==> config.mk <==
export PLATFORM = sky130hd
export DESIGN_NAME = fetch_queue_flat
export DESIGN_NICKNAME = d
export VERILOG_FILES = /design/src/rtl/fetch_queue_if.sv /design/src/rtl/fetch_queue.sv /design/src/flat_wrapper.sv
export SDC_FILE = /design/constraint.sdc
export NUM_CORES = 1
export LEC_CHECK = 0
export BUFFER_PORTS_ARGS = -buffer_cell sky130_fd_sc_hd__buf_2
export CORE_MARGIN = 2
export CORE_UTILIZATION = 50
export CTS_BUF_LIST = sky130_fd_sc_hd__clkbuf_4 sky130_fd_sc_hd__clkbuf_8
export CTS_CLUSTER_SIZE = 10
export DETAILED_ROUTE_END_ITERATION = 12
export PLACE_DENSITY = 0.73
export SYNTH_ARGS = -nofsm -noshare
export SYNTH_HDL_FRONTEND = slang
export SYNTH_SLANG_ARGS = --single-unit
==> constraint.sdc <==
create_clock -name clk -period 3.85 [get_ports clk]
set_input_delay 0.385 -clock clk [delete_from_list [all_inputs] [get_ports clk]]
set_output_delay 0.385 -clock clk [all_outputs]
set_load 0.01 [all_outputs]
==> src/rtl/fetch_queue_if.sv <==
// Cache-request / decoder-issue bundle around the fetch queue; slave is the queue side,
// master is the environment (cache, decoder, RoB) driving it.
interface fetch_queue_if #(
  parameter int ADDR_WIDTH  = 32,
  parameter int INSTR_WIDTH = 32
);
  logic                   rdy;
  logic                   rob_clear;
  logic [ADDR_WIDTH-1:0]  back_pc;
  logic                   redirect_valid;
  logic [ADDR_WIDTH-1:0]  redirect_pc;
  logic                   start_fetch;
  logic [ADDR_WIDTH-1:0]  pc;
  logic                   instr_ready_in;
  logic [INSTR_WIDTH-1:0] instr_in;
  logic [ADDR_WIDTH-1:0]  instr_addr_in;
  logic                   instr_issued;
  logic                   instr_ready;
  logic [INSTR_WIDTH-1:0] instr;
  logic [ADDR_WIDTH-1:0]  instr_addr;

  modport slave (
    input  rdy, rob_clear, back_pc, redirect_valid, redirect_pc,
    input  instr_ready_in, instr_in, instr_addr_in, instr_issued,
    output start_fetch, pc, instr_ready, instr, instr_addr
  );

  modport master (
    output rdy, rob_clear, back_pc, redirect_valid, redirect_pc,
    output instr_ready_in, instr_in, instr_addr_in, instr_issued,
    input  start_fetch, pc, instr_ready, instr, instr_addr
  );
endinterface

==> src/rtl/fetch_queue.sv <==
// Sequential prefetch FIFO between icache and decoder; a response lands at the head one edge after acceptance.
// Fetching pauses only while the FIFO is full; flushes drop stale responses by matching against pc.
module fetch_queue #(
  parameter int                    DEPTH       = 4,
  parameter int                    ADDR_WIDTH  = 32,
  parameter int                    INSTR_WIDTH = 32,
  parameter logic [ADDR_WIDTH-1:0] RESET_PC    = '0
) (
  input  logic          clk,
  input  logic          rst_n,
  fetch_queue_if.slave  bus
);
  localparam int PW = $clog2(DEPTH);

  logic [INSTR_WIDTH-1:0] r_mem_instr [DEPTH];
  logic [ADDR_WIDTH-1:0]  r_mem_addr  [DEPTH];
  logic [PW-1:0]          r_head, r_tail;
  logic [PW:0]            r_count;
  logic [ADDR_WIDTH-1:0]  r_pc;
  logic                   r_start_fetch;
  logic [INSTR_WIDTH-1:0] r_instr;
  logic [ADDR_WIDTH-1:0]  r_instr_addr;

  logic                   w_flush, w_push, w_pop;
  logic [PW:0]            w_count_next, w_remain;
  logic [PW-1:0]          w_head_next;
  logic [INSTR_WIDTH-1:0] w_head_instr;
  logic [ADDR_WIDTH-1:0]  w_head_addr;

  assign w_flush = bus.rob_clear | bus.redirect_valid;
  // A response only counts if it answers the current request; anything else is pre-flush traffic.
  assign w_push  = bus.instr_ready_in & r_start_fetch & (bus.instr_addr_in == r_pc) & ~w_flush;
  assign w_pop   = bus.instr_issued & (r_count != '0) & ~w_flush;

  assign w_count_next = r_count + (PW+1)'(w_push) - (PW+1)'(w_pop);
  assign w_remain     = r_count - (PW+1)'(w_pop);
  assign w_head_next  = r_head + PW'(w_pop);

  // Head output is registered, so pre-compute what sits at the head after this edge.
  always_comb begin
    w_head_instr = r_mem_instr[w_head_next];
    w_head_addr  = r_mem_addr[w_head_next];
    if (w_remain == '0) begin
      w_head_instr = w_push ? bus.instr_in      : '0;
      w_head_addr  = w_push ? bus.instr_addr_in : '0;
    end
  end

  always_ff @(posedge clk) begin
    if (bus.rdy && w_push) begin
      r_mem_instr[r_tail] <= bus.instr_in;
      r_mem_addr[r_tail]  <= bus.instr_addr_in;
    end
  end

  always_ff @(posedge clk or negedge rst_n) begin
    if (!rst_n) begin
      r_head        <= '0;
      r_tail        <= '0;
      r_count       <= '0;
      r_pc          <= RESET_PC;
      r_start_fetch <= 1'b1;
      r_instr       <= '0;
      r_instr_addr  <= '0;
    end else if (bus.rdy) begin
      if (w_flush) begin
        r_head        <= '0;
        r_tail        <= '0;
        r_count       <= '0;
        r_pc          <= bus.rob_clear ? bus.back_pc : bus.redirect_pc;
        r_start_fetch <= 1'b1;
        r_instr       <= '0;
        r_instr_addr  <= '0;
      end else begin
        if (w_push) begin
          r_tail <= r_tail + PW'(1);
          r_pc   <= r_pc + ADDR_WIDTH'(4);
        end
        r_head        <= w_head_next;
        r_count       <= w_count_next;
        r_start_fetch <= (w_count_next < (PW+1)'(DEPTH));
        r_instr       <= w_head_instr;
        r_instr_addr  <= w_head_addr;
      end
    end
  end

  assign bus.start_fetch = r_start_fetch;
  assign bus.pc          = r_pc;
  assign bus.instr_ready = (r_count != '0);
  assign bus.instr       = r_instr;
  assign bus.instr_addr  = r_instr_addr;
endmodule

==> src/flat_wrapper.sv <==
// flat-port wrapper written by rule: the top's interface ports become plain ports
module fetch_queue_flat 
#(
  parameter int                    DEPTH       = 4,
  parameter int                    ADDR_WIDTH  = 32,
  parameter int                    INSTR_WIDTH = 32,
  parameter logic [ADDR_WIDTH-1:0] RESET_PC    = '0
)
  (clk, rst_n, bus_rdy, bus_rob_clear, bus_back_pc, bus_redirect_valid, bus_redirect_pc, bus_instr_ready_in, bus_instr_in, bus_instr_addr_in, bus_instr_issued, bus_start_fetch, bus_pc, bus_instr_ready, bus_instr, bus_instr_addr);
  fetch_queue_if #(.ADDR_WIDTH(ADDR_WIDTH), .INSTR_WIDTH(INSTR_WIDTH)) bus_i ();
  input  logic clk;
  input  logic rst_n;
  input wire logic [$bits(bus_i.rdy)-1:0] bus_rdy;
  input wire logic [$bits(bus_i.rob_clear)-1:0] bus_rob_clear;
  input wire logic [$bits(bus_i.back_pc)-1:0] bus_back_pc;
  input wire logic [$bits(bus_i.redirect_valid)-1:0] bus_redirect_valid;
  input wire logic [$bits(bus_i.redirect_pc)-1:0] bus_redirect_pc;
  input wire logic [$bits(bus_i.instr_ready_in)-1:0] bus_instr_ready_in;
  input wire logic [$bits(bus_i.instr_in)-1:0] bus_instr_in;
  input wire logic [$bits(bus_i.instr_addr_in)-1:0] bus_instr_addr_in;
  input wire logic [$bits(bus_i.instr_issued)-1:0] bus_instr_issued;
  output wire logic [$bits(bus_i.start_fetch)-1:0] bus_start_fetch;
  output wire logic [$bits(bus_i.pc)-1:0] bus_pc;
  output wire logic [$bits(bus_i.instr_ready)-1:0] bus_instr_ready;
  output wire logic [$bits(bus_i.instr)-1:0] bus_instr;
  output wire logic [$bits(bus_i.instr_addr)-1:0] bus_instr_addr;
  assign bus_i.rdy = bus_rdy;
  assign bus_i.rob_clear = bus_rob_clear;
  assign bus_i.back_pc = bus_back_pc;
  assign bus_i.redirect_valid = bus_redirect_valid;
  assign bus_i.redirect_pc = bus_redirect_pc;
  assign bus_i.instr_ready_in = bus_instr_ready_in;
  assign bus_i.instr_in = bus_instr_in;
  assign bus_i.instr_addr_in = bus_instr_addr_in;
  assign bus_i.instr_issued = bus_instr_issued;
  assign bus_start_fetch = bus_i.start_fetch;
  assign bus_pc = bus_i.pc;
  assign bus_instr_ready = bus_i.instr_ready;
  assign bus_instr = bus_i.instr;
  assign bus_instr_addr = bus_i.instr_addr;
  fetch_queue #(.DEPTH(DEPTH), .ADDR_WIDTH(ADDR_WIDTH), .INSTR_WIDTH(INSTR_WIDTH), .RESET_PC(RESET_PC)) u_core (.clk(clk), .rst_n(rst_n), .bus(bus_i));
endmodule
==> results.toml, run 1 <==
[place]
place_area_um2 = 17170
dp_hpwl_um = 25180
post-place-ws_ns = 0.4344
place.gp.congestion = 0.8853
io_buffers = 232

[drt]
vias = 10112
drtIter0Drc = 813
drt_wl_total_um = 38360
drc = 0
drt-pass1-iter-count = 5
wl_per_cell_um = 22.61
vias_per_cell = 5.959
antenna_left = 0

[logic_synthesis]
synth_edf_count = 256
syn-num-nets = 1132
async_reset_ff_frac = 0.2889
synth_top_area_frac = 0.4978
synthTopCellsByCount = "256 x edfxtp_1, 103 x dfrtp_1, 68 x a21o_1"
synth.area.top_cells = "edfxtp_1 50%, dfrtp_1 17%, mux4_2 9.3%"
netlist_area_um2 = 15440
synth.largest_area_cell = "edfxtp_1"
yosysMostFrequentCell = "edfxtp_1"
synth.distinct_cells = 58
ys_seq_area_frac = 0.6664
synthCells = 987
ys_ff_latch = 360
synthFlopType = "edfxtp_1"
syn_area_per_cell_um2 = 15.65
yosys_warnings = 0

[clock_network]
post_cts_buffers = 0
htree_num_levels = 2
cts_tree = "yes"
numCtsBuffers = 56
cts_root_buf = "clkbuf_8"
cts.sink_count = 360
insertion_delay_ns = 0.58
clk_pin_slew_ns = 0.07
cts_buffer_depth = 3

[grt]
gr-usage-met1 = 0.3164
antenna_found_initial = 6
overflow = 0
grt_pass1_wl_um = 59460
grt.total_usage = 0.2374
gr-usage-met2 = 0.3877
busiest_layer = "met2"
grt.met3_usage = 0.05288
grt_pass1_vias = 10428
grt_max_degree = 70

[sta]
tightestPinTransition_ns = 0.8854
setup_tns_ns = 0
final_max_slew_viol_count = 0
skew_ns = 0.01848
setup_violations = 0
period_needed_ns = 3.408
fmax_mhz = 293.4
fin_crit_sh = 0.8852
slew_headroom = 0.4097
hold_violations = 0
rsz0062_at_grt = "false"
finalWorstSetupSlack_ns = 0.4421

[floorplan]
start_util = 0.5062
rows = 64
dieArea_um2 = 32310
pin_count = 233
core-area_um2 = 30510
dieWidth_um = 179.7
fp.dieH_um = 179.7

[critical_path]
cp_slowest_cell = "or4_1"
cp.arrival_ns = 3.87
critPathTopFamily = "simple AND/OR/NAND/NOR gates"
start_kind = "flip-flop"
critPathKind = "flip-flop to flip-flop"
critical_path_peak_fanout = 9
r2r_start = "u_core.bus.pc[7]$_DFFE_PN0P_"
required_ns = 4.31
path_buf_inv = 1
crit_path_end_kind = "flip-flop"
path_cells = "xor2_1 -> or4_1 -> or4_4 -> nor4_1 -> ha_1 -> inv_1 -> fa_1 -> xor2_1 -> o21ai_0 -> nand2_1 -> o21ai_0"
max_stage_delay_ns = 0.53
crit_path_start = "u_core.bus.pc[7]$_DFFE_PN0P_"

[finish]
syn2layout_area_growth_pct = 19.36
nNetsFinal = 1394
multi_input_area_um2 = 4833
final_area_um2 = 18430
layout-drive-gt1-share = 0.3423
seq_area_um2 = 10290
fill_cells = 2360

[job]
max_cap_violations = 0

[pwr]
leakagePower_nw = 7.727
power_mw = 8.170
p_per_area_nw_per_um2 = 443.2
ir_worst_vdd_mv = 0.2257

[worst_hold_path]
hold_start = "bus_instr_in[20]"
hold_class = "input port to flip-flop"

[outcome]
status = "completed"
path summary, 6_finish.rpt:
path                                                          to  slack (ns)  cells after the start
setup / recovery                   u_core.r_count[2]$_DFFE_PN0P_        0.44                     11
hold / removal               u_core.r_mem_instr[1][20]$_DFFE_PP_        0.05                      1
setup reg to reg                   u_core.r_count[2]$_DFFE_PN0P_        0.44                     11
hold reg to reg               u_core.bus.start_fetch$_DFFE_PN1P_        0.53                      2
max in group asynchronous  u_core.bus.instr_addr[20]$_DFFE_PN0P_        2.57                      3
min in group asynchronous          u_core.bus.pc[13]$_DFFE_PN0P_        0.33                      2
state kept, by name, indices dropped and copies added (netlist names):
name / cells
u_core.r_mem_addr: 128
u_core.r_mem_instr: 128
u_core.bus.instr: 32
u_core.bus.instr_addr: 32
u_core.bus.pc: 32
u_core.r_count: 3
u_core.r_head: 2
u_core.r_tail: 2
u_core.bus.start_fetch: 1
report_power, final:
part	internal [mW]	total [mW]	switching, mW
Sequential	4.20	4.31	0.107
Clock	1.88	3.31	1.43
Combinational	0.212	0.544	0.332
Total	6.30	8.17	1.87
area by class of cell:
| class | instances | area share |
|---|---|---|
| sequential | 360 | 0.5583 |
| multi-input combinational | 549 | 0.2622 |
| timing repair buffer | 266 | 0.08376 |
| clock buffer | 88 | 0.05722 |
| tap | 396 | 0.02688 |
| clock inverter | 18 | 0.007806 |
| inverter | 16 | 0.003258 |
| antenna | 4 | 0.0005430 |
kinds of logic after synthesis:
group / Yosys count / share of synthesized area
simple gates: 178 / 0.06028
flops: 360 / 0.6664
buf+inv: 78 / 0.02455
fa+ha+maj: 10 / 0.008588
mux: 73 / 0.09957
xor+xnor: 38 / 0.02155
compound gates: 250 / 0.1191
cell usage in the layout, fill, tap and decap left out, drive strengths merged, types with 22 or more instances in the layout:
master,count
edfxtp,256
a21oi,22
clkbuf,88
nor2,32
nand2,51
a22o,65
a21o,68
o21ai,37
mux4,64
dfrtp,103
buf,261
per-stage QoR:
stage / cells / utilization / hold WS (ns)
final: 1697 / 0.6042 / 0.04693
after floorplan: 987 / - / 0.08941
after global placement: 1582 / 0.5629 / 0.3937
after CTS: 1693 / 0.6038 / 0.003332
after global routing: 1696 / 0.6041 / 0.02166
after detailed placement: 1582 / 0.5629 / 0.3967
per-layer routing:
metal  wire (um)  share of wire
met3        3035          0.079
met1       15580           0.41
met5          27        0.00070
met4        1037          0.027
met2       18680           0.49
repair_timing:
| action | in CTS | in global routing |
|---|---|---|
| hold buffers | 5 | 0 |
| hold endpoints to repair | 41 | 0 |
| gates resized for setup | 0 | 0 |
Note: power is estimated with default switching activity, not from simulation.
==> inputs of run 2 (changes only) <==
--- a/config.mk
+++ b/config.mk
@@ -11,7 +11,7 @@
 export CTS_BUF_LIST = sky130_fd_sc_hd__clkbuf_4 sky130_fd_sc_hd__clkbuf_8
 export CTS_CLUSTER_SIZE = 10
 export DETAILED_ROUTE_END_ITERATION = 12
-export PLACE_DENSITY = 0.73
+export PLACE_DENSITY_LB_ADDON = 0.1
 export SYNTH_ARGS = -nofsm -noshare
 export SYNTH_HDL_FRONTEND = slang
 export SYNTH_SLANG_ARGS = --single-unit
==> run 2 against run 1 <==
Compared with the run above: sequential cell count is the same; register-to-register slack is essentially flat; final cell count is the same; global-route usage grew 0.35 points; via count shrank 0.52%; hold slack is essentially flat; non-clock buffer count grew 4; design area is essentially flat; clock skew grew 0.0099 ns.
==> results.toml, run 2 (synthesis gave the netlist of run 1 again) <==
[outcome]
status = "completed"

[grt]
gr-usage-met2 = 0.3933
overflow = 0
grt_max_degree = 65
antenna_found_initial = 2
grt_pass1_wl_um = 60270
busiest_layer = "met2"
grt.met3_usage = 0.04781
grt.total_usage = 0.2408
grt_pass1_vias = 10272
gr-usage-met1 = 0.3374

[clock_network]
post_cts_buffers = 0
cts_tree = "yes"
clk_pin_slew_ns = 0.06
cts_buffer_depth = 3
cts.sink_count = 360
insertion_delay_ns = 0.59
cts_root_buf = "clkbuf_8"
numCtsBuffers = 57
htree_num_levels = 2

[drt]
antenna_left = 0
drt-pass1-iter-count = 6
vias = 10059
drtIter0Drc = 777
vias_per_cell = 5.928
drc = 0
wl_per_cell_um = 22.82
drt_wl_total_um = 38730

[sta]
period_needed_ns = 3.408
tightestPinTransition_ns = 0.7834
finalWorstSetupSlack_ns = 0.4424
fin_crit_sh = 0.8851
skew_ns = 0.02838
final_max_slew_viol_count = 0
slew_headroom = 0.4758
hold_violations = 0
setup_tns_ns = 0
rsz0062_at_grt = "false"
setup_violations = 0
fmax_mhz = 293.5

[place]
dp_hpwl_um = 24870
post-place-ws_ns = 0.4694
io_buffers = 232
place_inst = 1580
place.gp.congestion = 0.9222
place_area_um2 = 17160

[floorplan]
rows = 64
core-area_um2 = 30510
start_util = 0.5062
dieWidth_um = 179.7
pin_count = 233
dieArea_um2 = 32310
fp.dieH_um = 179.7

[finish]
fin_util = 0.6045
final_cells = 1697
nNetsFinal = 1399
final_area_um2 = 18440
antennaDiodeCount = 0
layout_commonest_cell = "edfxtp_1"
reg.largest.list = "u_core.r_mem_addr (128), u_core.r_mem_instr (128)"
final_cell_mix = "256 x edfxtp_1, 231 x buf_2, 103 x dfrtp_1, 68 x a21o_1, 65 x a22o_1"
layout-drive-gt1-share = 0.3413
syn2layout_area_growth_pct = 19.43

[critical_path]
critPathKind = "flip-flop to flip-flop"
critical_path_peak_fanout = 9
start_kind = "flip-flop"
crit_path_end_kind = "flip-flop"
required_ns = 4.31
cp.arrival_ns = 3.86

[pwr]
p_per_area_nw_per_um2 = 440.1
ir_worst_vdd_mv = 0.1929
leakagePower_nw = 7.727

[job]
max_cap_violations = 0

[worst_hold_path]
hold_class = "input port to flip-flop"
-- run 2: changes by cell type in the layout (fill, tap and decap cells not counted) --
cell | before | now
clkbuf_4 | 25 | 33
dlygate4sd3_1 | 5 | 11
clkinv_2 | 6 | 2
diode_2 | 4 | 0
buf_4 | 21 | 19
bufinv_16 | 2 | 0
clkinv_1 | 7 | 5
clkinv_8 | 0 | 1
clkinvlp_4 | 1 | 2
inv_6 | 1 | 0
inv_8 | 1 | 0
-- run 2: layer usage --
layer / share of wire / wire [um] / vias up
li1: - / - / 4478
met2: 0.48 / 18680 / 431
met3: 0.074 / 2868 / 58
met4: 0.015 / 588 / 4
met5: 0.00054 / 21 / -
met1: 0.43 / 16580 / 5088
-- run 2: path summary, 6_finish.rpt --
kind                       slack (ns)                                  to  cells after the start                                from
max in group asynchronous        2.59  u_core.bus.start_fetch$_DFFE_PN1P_                      3                               rst_n
max reg2reg                      0.44       u_core.r_count[2]$_DFFE_PN0P_                     11        u_core.bus.pc[7]$_DFFE_PN0P_
max                              0.44       u_core.r_count[2]$_DFFE_PN0P_                     11        u_core.bus.pc[7]$_DFFE_PN0P_
min reg2reg                      0.53  u_core.bus.start_fetch$_DFFE_PN1P_                      2  u_core.bus.start_fetch$_DFFE_PN1P_
min                              0.05  u_core.r_mem_instr[1][0]$_DFFE_PP_                      1                     bus_instr_in[0]
min in group asynchronous        0.40        u_core.bus.pc[0]$_DFFE_PN0P_                      2                               rst_n
-- run 2: final cells by class --
cell class                      instances  area [um^2]
Fill cell                            2384        12070
Sequential cell                       360        10290
Multi-Input combinational cell        549         4833
Timing Repair Buffer                  270         1589
Clock buffer                           96         1115
Tap cell                              396        495.5
Clock inverter                         10        60.06
Inverter                               16        60.06
-- run 2: timing repair --
action	CTS	global route
hold buffers	11	0
hold endpoints to repair	85	0
gates resized for setup	0	0
-- run 2: stage by stage --
stage	hold slack (ns)	power (mW)
after global routing	0.001273	8.440
after global placement	0.5000	4.914
final	0.04716	8.118
after CTS	0.001879	8.198
after detailed placement	0.5056	4.920
after floorplan	0.08941	4.607
-- run 2: worst max-delay path: stages, from the launching register on --
cell	delay [ns]
dfrtp_1	0.50
xor2_1	0.23
or4_1	0.55
or4_4	0.53
nor4_1	0.32
ha_1	0.22
inv_1	0.05
fa_1	0.36
xor2_1	0.25
o21ai_0	0.11
nand2_1	0.08
o21ai_0	0.08
-- run 2: power breakdown --
group	internal (mW)	total [mW]	switching, mW
clock	1.82	3.26	1.44
combinational	0.215	0.550	0.334
sequential	4.20	4.31	0.101
total	6.24	8.12	1.88
